===== src/rtl/id_ex_stage_pkg.sv =====
// Shared widths and ALU sub-op encodings for the ID/EX stage and its forwarding muxes.
package id_ex_stage_pkg;

  localparam int REG_WIDTH = 32;
  localparam int RADDR_W   = 5;

  typedef enum logic [2:0] {
    ALU_AND = 3'b000,
    ALU_OR  = 3'b001,
    ALU_NOR = 3'b010,
    ALU_XOR = 3'b011,
    ALU_SLT = 3'b100
  } alu_op_e;

endpackage


===== src/rtl/id_ex_stage_if.sv =====
// ID-side, forwarding and EX-side signals of the ID/EX stage bundled as one bus.
interface id_ex_stage_if;
  import id_ex_stage_pkg::*;

  logic                 id_valid;
  logic [RADDR_W-1:0]   id_rs;
  logic [RADDR_W-1:0]   id_rt;
  logic [RADDR_W-1:0]   id_rd;
  logic [REG_WIDTH-1:0] id_rs_data;
  logic [REG_WIDTH-1:0] id_rt_data;
  logic [REG_WIDTH-1:0] id_imm;
  logic                 id_use_imm;
  logic [2:0]           id_opsel;
  logic                 id_reg_write;
  logic                 id_mem_read;
  logic                 flush;

  logic                 exmem_reg_write;
  logic [RADDR_W-1:0]   exmem_rd;
  logic [REG_WIDTH-1:0] exmem_result;
  logic                 memwb_reg_write;
  logic [RADDR_W-1:0]   memwb_rd;
  logic [REG_WIDTH-1:0] memwb_data;

  logic                 hazard_stall;
  logic                 ex_valid;
  logic                 ex_reg_write;
  logic                 ex_mem_read;
  logic [RADDR_W-1:0]   ex_rd;
  logic [2:0]           ex_opsel;
  logic [REG_WIDTH-1:0] ex_op_a;
  logic [REG_WIDTH-1:0] ex_op_b;
  logic [REG_WIDTH-1:0] ex_store_data;
  logic [15:0]          stall_count;

  modport master (
    output id_valid, id_rs, id_rt, id_rd, id_rs_data, id_rt_data, id_imm,
           id_use_imm, id_opsel, id_reg_write, id_mem_read, flush,
           exmem_reg_write, exmem_rd, exmem_result,
           memwb_reg_write, memwb_rd, memwb_data,
    input  hazard_stall, ex_valid, ex_reg_write, ex_mem_read, ex_rd, ex_opsel,
           ex_op_a, ex_op_b, ex_store_data, stall_count
  );

  modport slave (
    input  id_valid, id_rs, id_rt, id_rd, id_rs_data, id_rt_data, id_imm,
           id_use_imm, id_opsel, id_reg_write, id_mem_read, flush,
           exmem_reg_write, exmem_rd, exmem_result,
           memwb_reg_write, memwb_rd, memwb_data,
    output hazard_stall, ex_valid, ex_reg_write, ex_mem_read, ex_rd, ex_opsel,
           ex_op_a, ex_op_b, ex_store_data, stall_count
  );

endinterface


===== src/rtl/id_ex_stage_fwd_mux.sv =====
// Operand bypass: picks EX/MEM, then MEM/WB, then register-file data for one source index.
module fwd_mux
  import id_ex_stage_pkg::*;
(
  input  logic [RADDR_W-1:0]   src,
  input  logic [REG_WIDTH-1:0] reg_data,
  input  logic                 exmem_reg_write,
  input  logic [RADDR_W-1:0]   exmem_rd,
  input  logic [REG_WIDTH-1:0] exmem_result,
  input  logic                 memwb_reg_write,
  input  logic [RADDR_W-1:0]   memwb_rd,
  input  logic [REG_WIDTH-1:0] memwb_data,
  output logic [REG_WIDTH-1:0] fwd_data
);

  // r0 is hardwired, so a write to it must never shadow the register-file value
  always_comb begin
    fwd_data = reg_data;
    if (exmem_reg_write && (exmem_rd == src) && (src != '0)) begin
      fwd_data = exmem_result;
    end else if (memwb_reg_write && (memwb_rd == src) && (src != '0)) begin
      fwd_data = memwb_data;
    end
  end

endmodule


===== src/rtl/id_ex_stage.sv =====
// ID/EX pipeline register with load-use bubble insertion, flush handling and operand forwarding.
module id_ex_stage
  import id_ex_stage_pkg::*;
(
  input logic          clk,
  input logic          rst_n,
  id_ex_stage_if.slave bus
);

  logic                 vld_p1;
  logic                 rw_p1;
  logic                 mr_p1;
  logic [RADDR_W-1:0]   rd_p1;
  logic [RADDR_W-1:0]   rs_p1;
  logic [RADDR_W-1:0]   rt_p1;
  logic [REG_WIDTH-1:0] rs_data_p1;
  logic [REG_WIDTH-1:0] rt_data_p1;
  logic [REG_WIDTH-1:0] imm_p1;
  logic                 use_imm_p1;
  alu_op_e              opsel_p1;
  logic [15:0]          stall_cnt_p1;

  logic                 load_use;
  logic                 stall;
  logic [REG_WIDTH-1:0] rs_fwd;
  logic [REG_WIDTH-1:0] rt_fwd;

  function automatic logic [15:0] sat_inc(input logic [15:0] v);
    return (v == 16'hFFFF) ? v : v + 16'd1;
  endfunction

  assign load_use = vld_p1 & mr_p1 & (rd_p1 != '0) & bus.id_valid &
                    ((rd_p1 == bus.id_rs) | (!bus.id_use_imm & (rd_p1 == bus.id_rt)));
  assign stall    = load_use & !bus.flush;

  // ID -> EX boundary; a bubble clears control only and leaves the data fields as they were
  always_ff @(posedge clk) begin
    if (!rst_n) begin
      vld_p1       <= 1'b0;
      rw_p1        <= 1'b0;
      mr_p1        <= 1'b0;
      rd_p1        <= '0;
      rs_p1        <= '0;
      rt_p1        <= '0;
      rs_data_p1   <= '0;
      rt_data_p1   <= '0;
      imm_p1       <= '0;
      use_imm_p1   <= 1'b0;
      opsel_p1     <= ALU_AND;
      stall_cnt_p1 <= '0;
    end else begin
      if (bus.flush || load_use) begin
        vld_p1 <= 1'b0;
        rw_p1  <= 1'b0;
        mr_p1  <= 1'b0;
      end else begin
        vld_p1     <= bus.id_valid;
        rw_p1      <= bus.id_reg_write;
        mr_p1      <= bus.id_mem_read;
        rd_p1      <= bus.id_rd;
        rs_p1      <= bus.id_rs;
        rt_p1      <= bus.id_rt;
        rs_data_p1 <= bus.id_rs_data;
        rt_data_p1 <= bus.id_rt_data;
        imm_p1     <= bus.id_imm;
        use_imm_p1 <= bus.id_use_imm;
        opsel_p1   <= alu_op_e'(bus.id_opsel);
      end
      if (stall) begin
        stall_cnt_p1 <= sat_inc(stall_cnt_p1);
      end
    end
  end

  fwd_mux u_fwd_rs (
    .src             (rs_p1),
    .reg_data        (rs_data_p1),
    .exmem_reg_write (bus.exmem_reg_write),
    .exmem_rd        (bus.exmem_rd),
    .exmem_result    (bus.exmem_result),
    .memwb_reg_write (bus.memwb_reg_write),
    .memwb_rd        (bus.memwb_rd),
    .memwb_data      (bus.memwb_data),
    .fwd_data        (rs_fwd)
  );

  fwd_mux u_fwd_rt (
    .src             (rt_p1),
    .reg_data        (rt_data_p1),
    .exmem_reg_write (bus.exmem_reg_write),
    .exmem_rd        (bus.exmem_rd),
    .exmem_result    (bus.exmem_result),
    .memwb_reg_write (bus.memwb_reg_write),
    .memwb_rd        (bus.memwb_rd),
    .memwb_data      (bus.memwb_data),
    .fwd_data        (rt_fwd)
  );

  assign bus.hazard_stall  = stall;
  assign bus.ex_valid      = vld_p1;
  assign bus.ex_reg_write  = rw_p1;
  assign bus.ex_mem_read   = mr_p1;
  assign bus.ex_rd         = rd_p1;
  assign bus.ex_opsel      = opsel_p1;
  assign bus.ex_op_a       = rs_fwd;
  assign bus.ex_op_b       = use_imm_p1 ? imm_p1 : rt_fwd;
  assign bus.ex_store_data = rt_fwd;
  assign bus.stall_count   = stall_cnt_p1;

endmodule


===== src/flat_wrapper.sv =====
// flat-port wrapper written by rule: the top's interface ports become plain ports
module id_ex_stage_flat import id_ex_stage_pkg::*;
  (clk, rst_n, bus_id_valid, bus_id_rs, bus_id_rt, bus_id_rd, bus_id_rs_data, bus_id_rt_data, bus_id_imm, bus_id_use_imm, bus_id_opsel, bus_id_reg_write, bus_id_mem_read, bus_flush, bus_exmem_reg_write, bus_exmem_rd, bus_exmem_result, bus_memwb_reg_write, bus_memwb_rd, bus_memwb_data, bus_hazard_stall, bus_ex_valid, bus_ex_reg_write, bus_ex_mem_read, bus_ex_rd, bus_ex_opsel, bus_ex_op_a, bus_ex_op_b, bus_ex_store_data, bus_stall_count);
  id_ex_stage_if bus_i ();
  input logic clk;
  input logic rst_n;
  input wire logic [$bits(bus_i.id_valid)-1:0] bus_id_valid;
  input wire logic [$bits(bus_i.id_rs)-1:0] bus_id_rs;
  input wire logic [$bits(bus_i.id_rt)-1:0] bus_id_rt;
  input wire logic [$bits(bus_i.id_rd)-1:0] bus_id_rd;
  input wire logic [$bits(bus_i.id_rs_data)-1:0] bus_id_rs_data;
  input wire logic [$bits(bus_i.id_rt_data)-1:0] bus_id_rt_data;
  input wire logic [$bits(bus_i.id_imm)-1:0] bus_id_imm;
  input wire logic [$bits(bus_i.id_use_imm)-1:0] bus_id_use_imm;
  input wire logic [$bits(bus_i.id_opsel)-1:0] bus_id_opsel;
  input wire logic [$bits(bus_i.id_reg_write)-1:0] bus_id_reg_write;
  input wire logic [$bits(bus_i.id_mem_read)-1:0] bus_id_mem_read;
  input wire logic [$bits(bus_i.flush)-1:0] bus_flush;
  input wire logic [$bits(bus_i.exmem_reg_write)-1:0] bus_exmem_reg_write;
  input wire logic [$bits(bus_i.exmem_rd)-1:0] bus_exmem_rd;
  input wire logic [$bits(bus_i.exmem_result)-1:0] bus_exmem_result;
  input wire logic [$bits(bus_i.memwb_reg_write)-1:0] bus_memwb_reg_write;
  input wire logic [$bits(bus_i.memwb_rd)-1:0] bus_memwb_rd;
  input wire logic [$bits(bus_i.memwb_data)-1:0] bus_memwb_data;
  output wire logic [$bits(bus_i.hazard_stall)-1:0] bus_hazard_stall;
  output wire logic [$bits(bus_i.ex_valid)-1:0] bus_ex_valid;
  output wire logic [$bits(bus_i.ex_reg_write)-1:0] bus_ex_reg_write;
  output wire logic [$bits(bus_i.ex_mem_read)-1:0] bus_ex_mem_read;
  output wire logic [$bits(bus_i.ex_rd)-1:0] bus_ex_rd;
  output wire logic [$bits(bus_i.ex_opsel)-1:0] bus_ex_opsel;
  output wire logic [$bits(bus_i.ex_op_a)-1:0] bus_ex_op_a;
  output wire logic [$bits(bus_i.ex_op_b)-1:0] bus_ex_op_b;
  output wire logic [$bits(bus_i.ex_store_data)-1:0] bus_ex_store_data;
  output wire logic [$bits(bus_i.stall_count)-1:0] bus_stall_count;
  assign bus_i.id_valid = bus_id_valid;
  assign bus_i.id_rs = bus_id_rs;
  assign bus_i.id_rt = bus_id_rt;
  assign bus_i.id_rd = bus_id_rd;
  assign bus_i.id_rs_data = bus_id_rs_data;
  assign bus_i.id_rt_data = bus_id_rt_data;
  assign bus_i.id_imm = bus_id_imm;
  assign bus_i.id_use_imm = bus_id_use_imm;
  assign bus_i.id_opsel = bus_id_opsel;
  assign bus_i.id_reg_write = bus_id_reg_write;
  assign bus_i.id_mem_read = bus_id_mem_read;
  assign bus_i.flush = bus_flush;
  assign bus_i.exmem_reg_write = bus_exmem_reg_write;
  assign bus_i.exmem_rd = bus_exmem_rd;
  assign bus_i.exmem_result = bus_exmem_result;
  assign bus_i.memwb_reg_write = bus_memwb_reg_write;
  assign bus_i.memwb_rd = bus_memwb_rd;
  assign bus_i.memwb_data = bus_memwb_data;
  assign bus_hazard_stall = bus_i.hazard_stall;
  assign bus_ex_valid = bus_i.ex_valid;
  assign bus_ex_reg_write = bus_i.ex_reg_write;
  assign bus_ex_mem_read = bus_i.ex_mem_read;
  assign bus_ex_rd = bus_i.ex_rd;
  assign bus_ex_opsel = bus_i.ex_opsel;
  assign bus_ex_op_a = bus_i.ex_op_a;
  assign bus_ex_op_b = bus_i.ex_op_b;
  assign bus_ex_store_data = bus_i.ex_store_data;
  assign bus_stall_count = bus_i.stall_count;
  id_ex_stage u_core (.clk(clk), .rst_n(rst_n), .bus(bus_i));
endmodule

===== config.mk =====
export PLATFORM = sky130hd
export DESIGN_NAME = id_ex_stage_flat
export DESIGN_NICKNAME = d
export VERILOG_FILES = /design/src/rtl/id_ex_stage_pkg.sv /design/src/rtl/id_ex_stage_if.sv /design/src/rtl/id_ex_stage_fwd_mux.sv /design/src/rtl/id_ex_stage.sv /design/src/flat_wrapper.sv
export SDC_FILE = /design/constraint.sdc
export NUM_CORES = 1
export LEC_CHECK = 0
export BUFFER_PORTS_ARGS = -buffer_cell sky130_fd_sc_hd__buf_4
export CAP_MARGIN = 20
export CORE_MARGIN = 8
export CORE_UTILIZATION = 40
export DETAILED_ROUTE_END_ITERATION = 12
export PLACE_DENSITY = 0.7
export SLEW_MARGIN = 20
export SYNTH_ARGS = -nofsm -noshare
export SYNTH_HDL_FRONTEND = slang
export SYNTH_SLANG_ARGS = --single-unit

===== constraint.sdc =====
create_clock -name clk -period 4.2 [get_ports clk]
set_clock_uncertainty 0.05 [all_clocks]
set_input_delay 0.63 -clock clk [delete_from_list [all_inputs] [get_ports clk]]
set_output_delay 0.63 -clock clk [all_outputs]
set_load 0.01 [all_outputs]

== Yosys cells after proc, flatten, opt, wreduce, memory -nomap -nowiden ==
Cells that the tools add are included.

* Bitwise logic cells: 9
* Reductions and logical operators: 16
* Muxes and demuxes: 5
* Add/subtract/negate cells: 1
* Equality and inequality tests: 7

{| class="wikitable"
|+ Operators by type and width
! kind !! number
|-
| 32-bit two-way mux || 5
|-
| 5-bit == test || 6
|-
| 16-bit by 1-bit adder with 16-bit output, second input constant || 1
|-
| 16-bit == test, second input constant || 1
|-
| 5-bit nonzero test || 3
|-
| 1-bit logical AND || 8
|-
| 1-bit AND || 6
|-
| 1-bit zero test || 2
|-
| 1-bit NOT || 2
|-
| 2-bit AND reduction || 1
|-
| 2-bit OR reduction || 1
|-
| 1-bit logical OR || 1
|-
| 1-bit OR || 1
|}

* Flip-flop bits (word level): 134
* Word-level logic and storage cells: 50
* Output and inout port bits: 124
* Input port bits: 197

== Logic depth before layout (Yosys ltp) ==
* Depth after elaboration: 6
* Gate-level depth with buffers: 9
* Depth with buffers taken out: 6

== Modules after synthesis ==
Synthesis repeated with hierarchy kept, for this count alone.

* Cells, all modules: 1369
* Area, all modules: 10206.0 µm²

{| class="wikitable"
|+ By module, submodules not included
! module !! sequential area each (µm²) !! area an instance (µm²) !! times used !! cells an instance
|-
| id_ex_stage || 2682.6 || 7998.9 || 1 || 973
|-
| fwd_mux || 0.0 || 1103.6 || 2 || 198
|}

== Least setup slack after synthesis ==
No wires, ideal clock.

* Path type: in2out
* Start point: in bus_memwb_rd[0]
* End point: out bus_ex_op_a[10]
* Setup slack: 1.379 ns
* Cell stages on the path: 5
* Required time: 3.520 ns
* Path buffers: 1
* Arrival: 2.141 ns
* Path through: xor2_1 -> nor4_2 -> clkbuf_1 -> mux2i_1 -> o21ai_0

* Cells in the longest elaborated chain, start to end: 5

{| class="wikitable"
|+ Ends and longest elaborated chain
! item !! RTL line !! text
|-
| start, declared || flat_wrapper.sv:23 || <nowiki>input wire logic [$bits(bus_i.memwb_rd)-1:0] bus_memwb_rd;</nowiki>
|-
| 5-bit == test || id_ex_stage_fwd_mux.sv:21 || <nowiki>end else if (memwb_reg_write && (memwb_rd == src) && (src != '0)) begin</nowiki>
|-
| 1-bit logical AND (2 in a row) || id_ex_stage_fwd_mux.sv:21 ||
|-
| 32-bit two-way mux || id_ex_stage_fwd_mux.sv:21 ||
|-
| 32-bit two-way mux || id_ex_stage_fwd_mux.sv:19 || <nowiki>if (exmem_reg_write && (exmem_rd == src) && (src != '0)) begin</nowiki>
|-
| end, declared || flat_wrapper.sv:31 || <nowiki>output wire logic [$bits(bus_i.ex_op_a)-1:0] bus_ex_op_a;</nowiki>
|}

Every way passes these cells.

== Worst setup path after layout ==
* Start point: reg u_core.rt_p1[0]
* End point: out bus_ex_op_b[5]

* Cells in the longest elaborated chain, start to end: 6
* Elaborated cells between the ends (all ways): 10
* Classes of those cells: eq/ne: 2; mux: 3; reduce/logical: 5

{| class="wikitable"
|+ Ends and longest elaborated chain
! item !! RTL line !! text
|-
| start, declared || id_ex_stage.sv:15 || <nowiki>logic [RADDR_W-1:0] rt_p1;</nowiki>
|-
| start signal, assigned || id_ex_stage.sv:62 || <nowiki>rt_p1 <= bus.id_rt;</nowiki>
|-
| 5-bit == test || id_ex_stage_fwd_mux.sv:21 ||
|-
| 1-bit logical AND (2 in a row) || id_ex_stage_fwd_mux.sv:21 ||
|-
| 32-bit two-way mux || id_ex_stage_fwd_mux.sv:21 ||
|-
| 32-bit two-way mux * || id_ex_stage_fwd_mux.sv:19 ||
|-
| 32-bit two-way mux * || id_ex_stage.sv:106 || <nowiki>assign bus.ex_op_b = use_imm_p1 ? imm_p1 : rt_fwd;</nowiki>
|-
| end, declared || flat_wrapper.sv:32 || <nowiki>output wire logic [$bits(bus_i.ex_op_b)-1:0] bus_ex_op_b;</nowiki>
|}

Every way passes the cells marked *; elsewhere a longest branch is shown, timed or not.

==> results.tsv <==
stage	metric	value	unit
run_status	status	completed	
sta	relSlewSlack	28.6	%
yosys	synth-async-reset-ratio	0	%
sta	slew_viol_final	0	
yosys	synth_ff_type	dfxtp_1	
detailed_routing	top_layer_used	met5	
sta	fin_crit_sh	88.9	%
job	cap_violations	0	
sta	report.final.setup_viol	0	
yosys	ys.warnings.count	0	
worst_setup_path	cp.arrival	3.06	ns
yosys	synth_edf_count	0	
place	dpl_cell_area	12300	um2
worst_setup_path	startpoint_type	flop	
sta	max_freq	0.268	GHz
detailed_routing	dr_wl_met2	20100	um
clocking	cts_tree	built	
layout	layout.nets	1668	
detailed_routing	met1Wirelength	18400	um
power	power	0.00438	W
die	die-area	29800	um2
grt	grt-ovfl-total	0	
grt	grt_usage	29.1	%
die	initial_core_util	40.5	%
sta	setup_tns	0	ns
sta	min_period	3.74	ns
layout	areaGrowthSynthToFinish	31.2	%
yosys	synth_cell_types	42	
clocking	htree_levels	4	
grt	grt_max_degree	207	
sta	tightest_slew	1.07	ns
detailed_routing	wirelength	46200	um
yosys	syn_inst	1276	
sta	hold_viol_final	0	
die	core_area	24200	um2
clocking	clock_sinks	134	
sta	rsz0062_at_grt	no	
yosys	ys_seq_area_share	27.3	%
yosys	syn_nets	1474	
worst_setup_path	cp_max_fo	32	
worst_setup_path	crit_required	3.52	ns
detailed_routing	drt_iter0_markers	1657	
clocking	cts_resized	0	
detailed_routing	viasPerCell	6.51	
clocking	cts_setup_buffers	0	
grt	grt_pass1_wl	68600	um
die	die_y	173	um
die	ios	321	
yosys	ys_ff_latch	134	
clocking	insertion_delay	0.42	ns
power	p_leak	4.33	nW
layout	drive_above_1_share	28.3	%
worst_setup_path	path_class	flop to primary output	
clocking	cts_buffers	17	
grt	antenna_found_initial	9	
clocking	cts_hold_buf	0	
power	peakVddDrop	276	uV
detailed_routing	drtAntennaViolNets	0	
layout	nFillCells	2343	
min_path	holdCritPathClass	input port to flop	
place	io_buffer_count	320	
die	die_w	173	um
detailed_routing	route.detailed.wl_per_inst	25.5	um
detailed_routing	drc	0	
layout	fin_area	12900	um2
clocking	cts_buffer_depth	2	
power	power_density	339	nW/um2
yosys	avgSynthCellArea	7.70	um2
clocking	clockRootBuffer	clkbuf_16	
worst_setup_path	endpoint_kind	primary output	
die	fp-row-count	57	
detailed_routing	vias	11775	
detailed_routing	dr_wl_met3	5480	um
yosys	mappedNetlistArea	9820	um2
detailed_routing	drtPass1Iterations	6	
grt	grt_pass1_vias	10908	
place	hpwl	33300	um
place	place_congestion	0.944	
clocking	path_clk_slew	0.06	ns
per-stage QoR:
| stage | std cells | setup slack, ns | hold slack (ns) | utilization (%) |
|---|---|---|---|---|
| detailed placement | 1775 | 0.824 | 0.427 | 50.6 |
| global route | 1810 | 0.364 | 0.377 | 53.2 |
| CTS | 1805 | 0.503 | 0.377 | 53.1 |
| global placement | 1775 | 0.818 | 0.420 | 50.6 |
| finish | 1810 | 0.464 | 0.389 | 53.2 |
| floorplan | 1276 | 1.38 | 0.428 | - |
worst paths after layout:
kind	endpoint	cells past startpoint	from	slack, ns
max	bus_ex_op_b[5]	6	u_core.rt_p1[0]	0.46
min	u_core.bus.ex_mem_read	2	bus_id_mem_read	0.39
max reg2reg	u_core.rs_data_p1[9]	5	u_core.bus.ex_rd[2]	1.67
min reg2reg	u_core.bus.stall_count[9]	2	u_core.bus.stall_count[9]	0.44
synth_stat cells (all sizes together) (3+ instances only):
cell type,number,area share [%]
a31oi,32,2.0
a32oi,115,10
nor4,9,0.64
nand4,43,2.8
clkbuf,149,5.7
buf,18,0.78
xor2,14,1.2
nand2,179,6.8
dfxtp,134,27
mux2,32,3.7
and3,3,0.19
a21oi,7,0.36
nor3b,115,8.8
nand3,102,5.2
xnor2,16,1.4
or3,3,0.19
or4,10,0.84
mux2i,41,4.2
nor2,6,0.23
o31ai,36,2.8
nand2b,8,0.51
nor3,36,1.8
o21ai,36,1.8
o311ai,15,1.3
o211ai,102,7.8
logic make-up (layout without fill, tap and decap cells):
kind of cell | after synthesis | in the layout | share of synthesized area [%]
buf+inv | 169 | 374 | 6.55
xor+xnor | 30 | 30 | 2.67
other cells | 0 | 5 | 0
compound gates | 347 | 347 | 26.7
flops | 134 | 134 | 27.3
simple gates | 522 | 522 | 28.7
mux | 73 | 73 | 7.85
fa+ha+maj | 1 | 1 | 0.127
routing by layer:
metal  global-route usage (%)  vias up
met5                        0        -
met3                     10.8      113
li1                         -     5365
met2                     42.9      699
met4                     14.5        6
met1                     36.6     5592
state kept, by name (all words and copies together) (netlist names):
register                 count
u_core.use_imm_p1            1
u_core.rt_data_p1           32
u_core.bus.ex_valid          1
u_core.imm_p1               32
u_core.bus.ex_opsel          3
u_core.bus.ex_mem_read       1
u_core.bus.ex_rd             5
u_core.rt_p1                 5
u_core.rs_p1                 5
u_core.bus.ex_reg_write      1
u_core.bus.stall_count      16
u_core.rs_data_p1           32
cell usage in the layout, fill, tap and decap left out, drive strengths merged, types with 16 or more instances in the layout:
cell / count
o211ai: 102
mux2i: 41
dfxtp: 134
o31ai: 36
buf: 342
nor3b: 115
nand4: 43
clkbuf: 18
xnor2: 16
nand2: 179
a31oi: 32
nor3: 36
mux2: 32
nand3: 102
o21ai: 36
a32oi: 115
where the power goes:
group / leakage, nW / switching (W) / internal [W]
Combinational: 2.92 / 0.000667 / 0.000547
Sequential: 1.12 / 0.000162 / 0.00139
Clock: 0.298 / 0.000607 / 0.00100
Total: 4.33 / 0.00144 / 0.00294
critical path, stage by stage (launching register included):
cell      delay [ns]
dfxtp_1         0.39
or4_1           0.60
o211ai_1        0.23
or2_2           0.54
a31oi_1         0.35
mux2_2          0.36
buf_4           0.14
area by class of cell:
cell class	instances	area [um2]	area share [%]
repair buffers	342	2610	20.3
multi-input cells	973	6550	50.8
well taps	324	405	3.15
diodes	5	12.5	0.0971
clock inverters	12	180	1.40
inverters	2	10.0	0.0777
flip-flops and latches	134	2680	20.8
clock buffers	18	439	3.41
Power figures use the tool's default switching activity.
